$ cat src/rtl/wavelet_l3_stream.sv
`default_nettype none
// ============================================================================
// wavelet_l3_stream : level-3 Haar approximation stream with ping-pong windowed peak search
// Revision: 1.0
// ============================================================================
module wavelet_l3_stream #(
  parameter int DW        = 17,
  parameter int LEVELS    = 3,
  parameter int DEPTH     = 100,
  parameter int PW        = 12,
  parameter int THR_SHIFT = 1,
  parameter int ABS_MODE  = 0
) (
  input  logic                      clk,
  input  logic                      nReset,
  input  logic                      push_data,
  input  logic [(2**LEVELS)*DW-1:0] data_in,
  output logic                      peak_valid,
  input  logic                      peak_ready,
  output logic [DW+LEVELS-1:0]      r_peak,
  output logic [PW-1:0]             r_peak_pos,
  output logic [DW+LEVELS-1:0]      thr,
  output logic                      overrun,
  output logic                      busy
);

  localparam int LANES = 2**LEVELS;
  localparam int CW    = DW + LEVELS;
  localparam int MW    = CW + 1;
  localparam int OW    = (DEPTH > 1) ? $clog2(DEPTH) : 1;
  localparam logic [OW-1:0] LAST_OFF = OW'(DEPTH - 1);

  typedef enum logic [1:0] {
    IDLE   = 2'd0,
    SCAN   = 2'd1,
    REPORT = 2'd2
  } state_t;

  state_t state, state_nxt;

  logic signed [CW-1:0] ca_sum;
  logic signed [CW-1:0] ca_reg;
  logic                 ca_vld;

  logic                 wr_bank;
  logic [OW-1:0]        wr_off;
  logic [PW-1:0]        gidx;
  logic [1:0]           full;
  logic [1:0][PW-1:0]   base_idx;
  logic                 wr_en;
  logic                 wr_drop;
  logic                 wr_last;

  logic signed [CW-1:0] bank_mem [2][DEPTH];

  logic                 scan_bank;
  logic [OW-1:0]        scan_off;
  logic signed [CW-1:0] scan_val;
  logic signed [CW-1:0] best_val;
  logic [OW-1:0]        best_off;
  logic signed [CW-1:0] win_val;
  logic [OW-1:0]        win_off;
  logic                 cand_better;
  logic                 scan_done;
  logic                 bank_ready;
  logic                 handshake;

  // Magnitude one bit wider so the most negative value compares above every positive one.
  function automatic logic [MW-1:0] magnitude(input logic signed [CW-1:0] v);
    logic signed [MW-1:0] ext;
    ext = MW'(v);
    return v[CW-1] ? $unsigned(-ext) : $unsigned(ext);
  endfunction

  always_comb begin
    ca_sum = '0;
    for (int k = 0; k < LANES; k++) begin
      ca_sum = ca_sum + CW'($signed(data_in[k*DW +: DW]));
    end
  end

  always_ff @(posedge clk or posedge nReset) begin
    if (nReset) begin
      ca_vld <= 1'b0;
      ca_reg <= '0;
    end else begin
      ca_vld <= push_data;
      if (push_data) begin
        ca_reg <= ca_sum;
      end
    end
  end

  assign wr_en   = ca_vld & ~full[wr_bank];
  assign wr_drop = ca_vld &  full[wr_bank];
  assign wr_last = wr_en & (wr_off == LAST_OFF);

  always_ff @(posedge clk) begin
    if (wr_en) begin
      bank_mem[wr_bank][wr_off] <= ca_reg;
    end
  end

  always_ff @(posedge clk or posedge nReset) begin
    if (nReset) begin
      wr_bank  <= 1'b0;
      wr_off   <= '0;
      gidx     <= '0;
      base_idx <= '0;
      overrun  <= 1'b0;
    end else begin
      if (wr_drop) begin
        overrun <= 1'b1;
      end
      if (wr_en) begin
        if (wr_off == '0) begin
          base_idx[wr_bank] <= gidx;
        end
        gidx <= gidx + PW'(1);
        if (wr_last) begin
          wr_off  <= '0;
          wr_bank <= ~wr_bank;
        end else begin
          wr_off <= wr_off + OW'(1);
        end
      end
    end
  end

  // A bank is released once its scan finishes; the result registers keep the answer.
  always_ff @(posedge clk or posedge nReset) begin
    if (nReset) begin
      full <= '0;
    end else begin
      for (int b = 0; b < 2; b++) begin
        if (wr_last && (wr_bank == b[0])) begin
          full[b] <= 1'b1;
        end else if (scan_done && (scan_bank == b[0])) begin
          full[b] <= 1'b0;
        end
      end
    end
  end

  assign scan_val   = bank_mem[scan_bank][scan_off];
  assign scan_done  = (state == SCAN) && (scan_off == LAST_OFF);
  assign bank_ready = full[scan_bank] | (wr_last & (wr_bank == scan_bank));
  assign handshake  = peak_valid & peak_ready;

  generate
    if (ABS_MODE != 0) begin : g_abs_cmp
      logic [MW-1:0] mag_new;
      logic [MW-1:0] mag_best;
      assign mag_new     = magnitude(scan_val);
      assign mag_best    = magnitude(best_val);
      assign cand_better = mag_new > mag_best;
    end else begin : g_sgn_cmp
      assign cand_better = scan_val > best_val;
    end
  endgenerate

  // Strictly-greater update keeps the first occurrence on ties.
  always_comb begin
    win_val = best_val;
    win_off = best_off;
    if ((scan_off == '0) || cand_better) begin
      win_val = scan_val;
      win_off = scan_off;
    end
  end

  always_comb begin
    state_nxt  = state;
    peak_valid = (state == REPORT);
    busy       = (state != IDLE);
    case (state)
      IDLE:    if (bank_ready) state_nxt = SCAN;
      SCAN:    if (scan_off == LAST_OFF) state_nxt = REPORT;
      REPORT:  if (handshake) state_nxt = bank_ready ? SCAN : IDLE;
      default: state_nxt = IDLE;
    endcase
  end

  always_ff @(posedge clk or posedge nReset) begin
    if (nReset) begin
      state <= IDLE;
    end else begin
      state <= state_nxt;
    end
  end

  always_ff @(posedge clk or posedge nReset) begin
    if (nReset) begin
      scan_bank  <= 1'b0;
      scan_off   <= '0;
      best_val   <= '0;
      best_off   <= '0;
      r_peak     <= '0;
      r_peak_pos <= '0;
      thr        <= '0;
    end else begin
      if (state == SCAN) begin
        best_val <= win_val;
        best_off <= win_off;
        scan_off <= scan_done ? '0 : scan_off + OW'(1);
      end
      if (scan_done) begin
        scan_bank  <= ~scan_bank;
        r_peak     <= win_val;
        r_peak_pos <= base_idx[scan_bank] + PW'(win_off);
        thr        <= win_val >>> THR_SHIFT;
      end
    end
  end

endmodule
`default_nettype wire

$ cat config.mk
export PLATFORM = sky130hd
export DESIGN_NAME = wavelet_l3_stream
export DESIGN_NICKNAME = d
export VERILOG_FILES = /design/src/rtl/wavelet_l3_stream.sv
export SDC_FILE = /design/constraint.sdc
export NUM_CORES = 2
export LEC_CHECK = 0
export ABC_AREA = 0
export CAP_MARGIN = 30
export CORE_MARGIN = 2
export CORE_UTILIZATION = 40
export DETAILED_ROUTE_END_ITERATION = 10
export PLACE_DENSITY_LB_ADDON = 0.12
export SETUP_SLACK_MARGIN = 0.2
export SLEW_MARGIN = 15
export SYNTH_ARGS = -nofsm -noshare
export SYNTH_HDL_FRONTEND = slang
export SYNTH_SLANG_ARGS = --single-unit
$ cat constraint.sdc
create_clock -name clk -period 8 [get_ports clk]
set_clock_uncertainty 0.15 [all_clocks]
set_input_delay 1.6 -clock clk [delete_from_list [all_inputs] [get_ports clk]]
set_output_delay 1.6 -clock clk [all_outputs]
set_load 0.03 [all_outputs]
# [Yosys cells after proc, flatten, opt, wreduce, memory -nomap -nowiden]
# Memory sizes are Yosys's and may differ from the RTL's.
# Index checks and enable logic that the tools add are counted.
[totals] elab_cells=102 memories=1 in_bits=140 register_bits=156 ram_bits=4000
[mem_list] name="bank_mem" words=2 word_bits=2000 read_ports=1 rd_ports_with_merged_regs=0 write_ports=1 line="54" text="logic signed [CW-1:0] bank_mem [2][DEPTH];"
[op_classes] reduce_logical=17 n_eq_ne=8 mux=29 add_sub_neg=11 n_lt_le_gt_ge=7 bitwise=11
[op_table] op="$mux W2000" count=1
[op_table] op="$bmux W20 S7" count=1
[op_table] op="$demux W20 S7" count=1
[op_table] op="$add A20 B17 Y20" count=4
[op_table] op="$mux W20" count=4
[op_table] op="$mux W12" count=3
[op_table] op="$bwmux W24" count=1
[op_table] op="$mux W7" count=3
[op_table] op="$add A19 B17 Y20" count=1
[op_table] op="$gt A20 B20 Y1" count=1
[op_table] op="$add A18 B17 Y19" count=1
[op_table] op="$add A17 B17 Y18" count=1
[op_table] op="$ge A8 B8 Y1 const B" count=2
[op_table] op="$not A7 Y8" count=2
[op_table] op="$add A7 B1 Y7 const B" count=2
[op_table] op="$eq A7 B7 Y1 const B" count=2
[op_table] op="$logic_not A7 Y1" count=2
[op_table] op="$add A12 B1 Y12 const B" count=1
[op_table] op="$add A12 B7 Y12" count=1
[op_table] op="$demux W12 S1" count=1
[op_table] op="$mux W1" count=10
[op_table] op="$lt A8 B1 Y1 const B" count=1
[op_table] op="$logic_and A1 B1 Y1" count=7
[op_table] op="$mux W2" count=3
[op_table] op="other kinds (16)" count=27

# [Depth between registers and ports, before layout]
[logic_depth] ltp_word=10 depth_mapped=34 mapped_depth_nobuf=27

# [Least setup slack after synthesis]
# OpenSTA, ideal clock, no wires.
[synth_path] kind="register to register" startpoint="register scan_bank" endpoint="register r_peak_pos[9]" path_stages_with_launch=31 path_slack_ps=985 period_less_slack_ps=7015 t_arrival_ps=6741 cell_sequence="dfrtp_1 > buf_6 > buf_6 > buf_6 > buf_6 > buf_2 > mux4_2 > o211ai_1 > nand4_1 > or3_1 > o2111ai_1 > inv_1 > ha_1 > a21o_1 > a21o_1 > a21oi_1 > a21oi_1 > o41a_1 > o21ai_1 > nand2_1 > clkbuf_1 > mux2_2 > ha_1 > a21o_1 > a21oi_1 > o21bai_1 > a2111oi_0 > nor3_1 > xnor2_1 > nor3_1 > a211o_1"
[synth_between] elab_chain_len=8 word_cells_on_any_way=10 classes_between="1 x add/sub; 1 x order compare; 6 x mux; 1 x reduce/logical; 1 x memory"
[synth_rtl] element="start: declaration" line="56" text="logic scan_bank;"
[synth_rtl] element="start signal: assignment" line="208" text="scan_bank <= ~scan_bank;"
[synth_rtl] element="$mem_v2 Z2 W2000"
[synth_rtl] element="$bmux W20 S7" line="145" text="assign scan_val = bank_mem[scan_bank][scan_off];"
[synth_rtl] element="$mux W20 (implied by the code) (2 in a row)" line="145"
[synth_rtl] element="$gt A20 B20 Y1" line="158" text="assign cand_better = scan_val > best_val;"
[synth_rtl] element="$logic_or A1 B1 Y1" line="166" text="if ((scan_off == '0) || cand_better) begin"
[synth_rtl] element="$mux W7" line="166"
[synth_rtl] element="named net win_off[1]" line="62" text="logic [OW-1:0] win_off;"
[synth_rtl] element="$add A12 B7 Y12" line="210" text="r_peak_pos <= base_idx[scan_bank] + PW'(win_off);"
[synth_rtl] element="end signal: assignment" line="210"
[synth_rtl] element="end: declaration" line="21" text="output logic [PW-1:0] r_peak_pos,"
# The timed path passes the listed nets, and every way through them passes these cells. The select of a mux whose other input is x is not followed.
# A chain may end at the register's enable or synchronous reset.

# [Worst setup path in the final report]
# Ends and elaborated chain as after synthesis.

==> flow_metrics.env <==
export IMPL_final_seq_area_um2=123600
export IMPL_synthSimpleGateAreaFrac_pct=2.376
export IMPL_vias_per_cell=5.887
export IMPL_regToRegStartpoint="scan_bank$_DFFE_PP0P_"
export IMPL_synth_cell_area_um2=163900
export IMPL_flip_flop_and_latch_count_after_synthesis=4137
export IMPL_grt_use_total_pct=24.92
export IMPL_synth_fa_ha_area_share_pct=1.691
export IMPL_worst_case_headroom_to_the_max_slew_limit_pct=18.42
export IMPL_cts_clk_slew_worst_paths_ps=60
export IMPL_crit_path_end_kind="flop"
export IMPL_post_synthesis_cells=7704
export IMPL_route_detailed_drc=0
export IMPL_clk_root_buffer_cell="clkbuf_16"
export IMPL_synthToLayoutAreaGrowth_pct=17.51
export IMPL_largest_reg_flops=4000
export IMPL_rows=235
export IMPL_slowest_delay_ps=580
export IMPL_finalWorstPathRequiredPeriod_ps=7649
export IMPL_initial_utilization_pct=40.08
export IMPL_synth_cell_type_count=86
export IMPL_timing_critical_path_slowest_stage_cell="a221oi_1"
export IMPL_grt_first_pass_wirelength_um=717700
export IMPL_post_synth_cell_area_avg_um2=21.28
export IMPL_timing_hold_worst_start="r_peak_pos[4]$_DFFE_PP0P_"
export IMPL_synthesis_yosys_warnings=0
export IMPL_cts_htree_levels=5
export IMPL_synth_top_flop_cell="edfxtp_1"
export IMPL_count_of_flip_flops_with_a_built_in_enable_after_synthesis=4000
export IMPL_cts_num_sinks=4137
export IMPL_async_reset_ff_share_pct=3.312
export IMPL_post_synth_mux_area_share_pct=15.88
export IMPL_clkLatencyLatePin_ps=1010
export IMPL_power_density_nw_per_um2=283.9
export IMPL_seq_area_frac_synth_pct=75.36
export IMPL_synth_top_cell_area_share_pct=73.27
export IMPL_final_critical_path_setup_slack_ps=351.1
export IMPL_finalWeightedCongestion=0.9244
export IMPL_wire_per_inst_um=36.09
export IMPL_run_status="complete, no violations"
export IMPL_chipWidth_um=644.2
export IMPL_gr_usage_met3_pct=4.969
export IMPL_cts_tree="done"
export IMPL_floorplan_die_area_um2=415000
export IMPL_placed_cells_incl_taps=13610
export IMPL_crit_start="scan_bank$_DFFE_PP0P_"
export IMPL_hpwlAfterDp_um=328300
export IMPL_netlist_top_cells_area="edfxtp_1 73%, mux4_2 14%, dfrtp_1 2.1%"
export IMPL_worst_slew_pin_transition_ps=1224
export IMPL_grt_start_max_net_pins=146
export IMPL_clock_fmax_mhz=130.7
export IMPL_design_portCount=195
export IMPL_grt_busiest_layer="met2"
export IMPL_number_of_standard_cells_in_the_layout_taps_in_and_fillers_out=14490
export IMPL_registers_top_by_ff_count="bank_mem"
export IMPL_final_core_util_pct=47.10
export IMPL_number_of_global_route_vias_before_repair=85420
export IMPL_crit_fanout=18
export IMPL_grt_antenna_before_repair=32
export IMPL_nFillCells=33830
export IMPL_setup_violations_final=0
export IMPL_synth_xor_area_share_pct=0.2190
export IMPL_dr_pass1_iters=5
export IMPL_met1_usage_pct=35.47
export IMPL_globalRoute_totalOverflow=0
export IMPL_drtAntennaViolNets=0
export IMPL_power_ir_vdd_worst_mv=0.3107
export IMPL_cts_buffers_inserted=431
export IMPL_drt_iter0_markers=10800
export IMPL_finalCritPeriodShare_pct=95.61
export IMPL_nets=8953
export IMPL_pre_cts_ws_ps=-370.5
export IMPL_rsz0062_at_grt="no"
export IMPL_hp_class="reg2reg"
export IMPL_worst_setup_path_type="reg2reg"
export IMPL_totalNegativeSetupSlack_ps=0
export IMPL_maxCapViolations=0
export IMPL_syn_nets=8002
export IMPL_top_cell_by_count_worst_path="buf_4"
export IMPL_largest_family_of_logic_cells_by_synthesized_area="multiplexers"
export IMPL_critPathArrivalTime_ps=8390
export IMPL_post_synth_top_area_cell="edfxtp_1"
export IMPL_via_count=85270
export IMPL_worst_ep_required_time_ps=8740
export IMPL_core_area_um2=409000
export IMPL_cts_buffer_depth=4
export IMPL_synth_compound_gate_area_share_pct=2.629
export IMPL_die_y_um=644.2
export IMPL_final_wirelength_um=522700
export IMPL_placement_io_buffers=194
export IMPL_multi_input_area_um2=38410
export IMPL_largest_registers="bank_mem: 4000 flops, base_idx: 24 flops"
export IMPL_finalHoldViolations=0
export IMPL_post_route_cells_drive_above_1_share_pct=31.02
export IMPL_p_leak_nw=62.01
export IMPL_met2_track_utilization_from_global_routing_pct=38.79
export IMPL_final_report_max_slew_violation_count=0
export IMPL_cp_start_kind="flop"
[layer usage]
layer / share of wire [%] / up-vias
li1: - / 34000
met1: 42 / 46790
met2: 46 / 3704
met3: 8.3 / 770
met4: 3.5 / 12
met5: 0.036 / -
[synthesized netlist by cell type (all sizes together) (8+ instances only)]
library cell and n:
nor2b 26, a311oi 12, a21o 22, o32ai 9
nand2b 11, or3 9, buf 270, a31oi 25
dfrtp 137, a21oi 73, mux2i 226, and2 22
a22oi 41, a221o 8, ha 52, o22ai 86
nand2 275, and3 27, mux4 1010, nor2 284
a211oi 33, a32oi 13, nand3 84, mux2 90
or2 9, nor3 40, o41ai 11, o221ai 11
a22o 30, nor4 11, xnor2 37, a221oi 41
a31o 8, fa 106, clkbuf 173, edfxtp 4000
o21ai 76, inv 134, nand4 42, o211ai 34
[critical path, delay by kind of cell, from the launching register on]
| kind | cells | cell delay [ps] |
|---|---|---|
| fa+ha+maj | 2 | 590 |
| simple gates | 3 | 700 |
| mux | 1 | 510 |
| compound gates | 14 | 3120 |
| xor+xnor | 1 | 160 |
| flops | 1 | 430 |
| buf+inv | 11 | 1830 |
[cell usage in the layout (no fill, tap or decap), drive strengths merged, types with 33 or more instances in the layout]
master            n
edfxtp         4000
mux4           1010
buf             759
clkbuf          539
nor2            284
nand2           275
mux2i           226
clkinv          213
clkdlybuf4s50   194
inv             142
dfrtp           137
fa              106
mux2             90
o22ai            86
nand3            84
o21ai            76
a21oi            73
ha               52
nand4            42
a22oi            41
a221oi           41
nor3             40
xnor2            37
bufinv           35
o211ai           34
a211oi           33
[layout make-up]
type / count / share of cell area, %
Inverter: 136 / 0.2773
Antenna cell: 11 / 0.01429
Tap cell: 5451 / 3.540
Timing Repair Buffer: 961 / 4.883
Sequential cell: 4137 / 64.18
Multi-Input combinational cell: 2988 / 19.94
Clock buffer: 531 / 5.886
Clock inverter: 270 / 1.282
[kinds of logic after synthesis]
kind of cell,Yosys count
muxes,1326
adders and majority gates,158
xor gates and xnor gates,41
DFF,4137
buffers and inverters,579
and+or+nand+nor,863
AOI/OAI and AO/OA,600
[report_power, final]
| group | total [mW] | switching, mW | internal, mW |
|---|---|---|---|
| combinational | 6.53 | 4.81 | 1.72 |
| sequential | 28.4 | 1.08 | 27.3 |
| clock | 19.8 | 8.56 | 11.2 |
[through the flow]
step | hold WS [ps] | area, um^2 | total power [mW]
2_1_floorplan | 307.4 | 163900 | 31.97
3_3_place_gp | 318.0 | 177300 | 34.94
3_5_place_dp | 326.1 | 177600 | 35.28
4_1_cts | 339.7 | 191500 | 54.94
5_1_grt | 363.5 | 192600 | 56.45
6_report | 333.1 | 192600 | 54.70
[path summary, 6_finish.rpt]
kind                            slack, ps  cells after the start                         to
worst max-delay path                  350                     32  r_peak_pos[9]$_DFFE_PP0P_
worst min-delay path                  330                      2  r_peak_pos[4]$_DFFE_PP0P_
worst max register to register        350                     32  r_peak_pos[9]$_DFFE_PP0P_
worst min register to register        330                      2  r_peak_pos[4]$_DFFE_PP0P_
max in group asynchronous            5420                      3      ca_reg[7]$_DFFE_PP0P_
min in group asynchronous            1090                      2  r_peak_pos[4]$_DFFE_PP0P_
[repair_timing]
action	in CTS	in global routing
cloned	0	8
setup endpoints to repair	7	6
gates resized for setup	17	59
pin swaps	0	11
hold buffers	0	0
buffers inserted	2	39
Power figures use the tool's default switching activity.
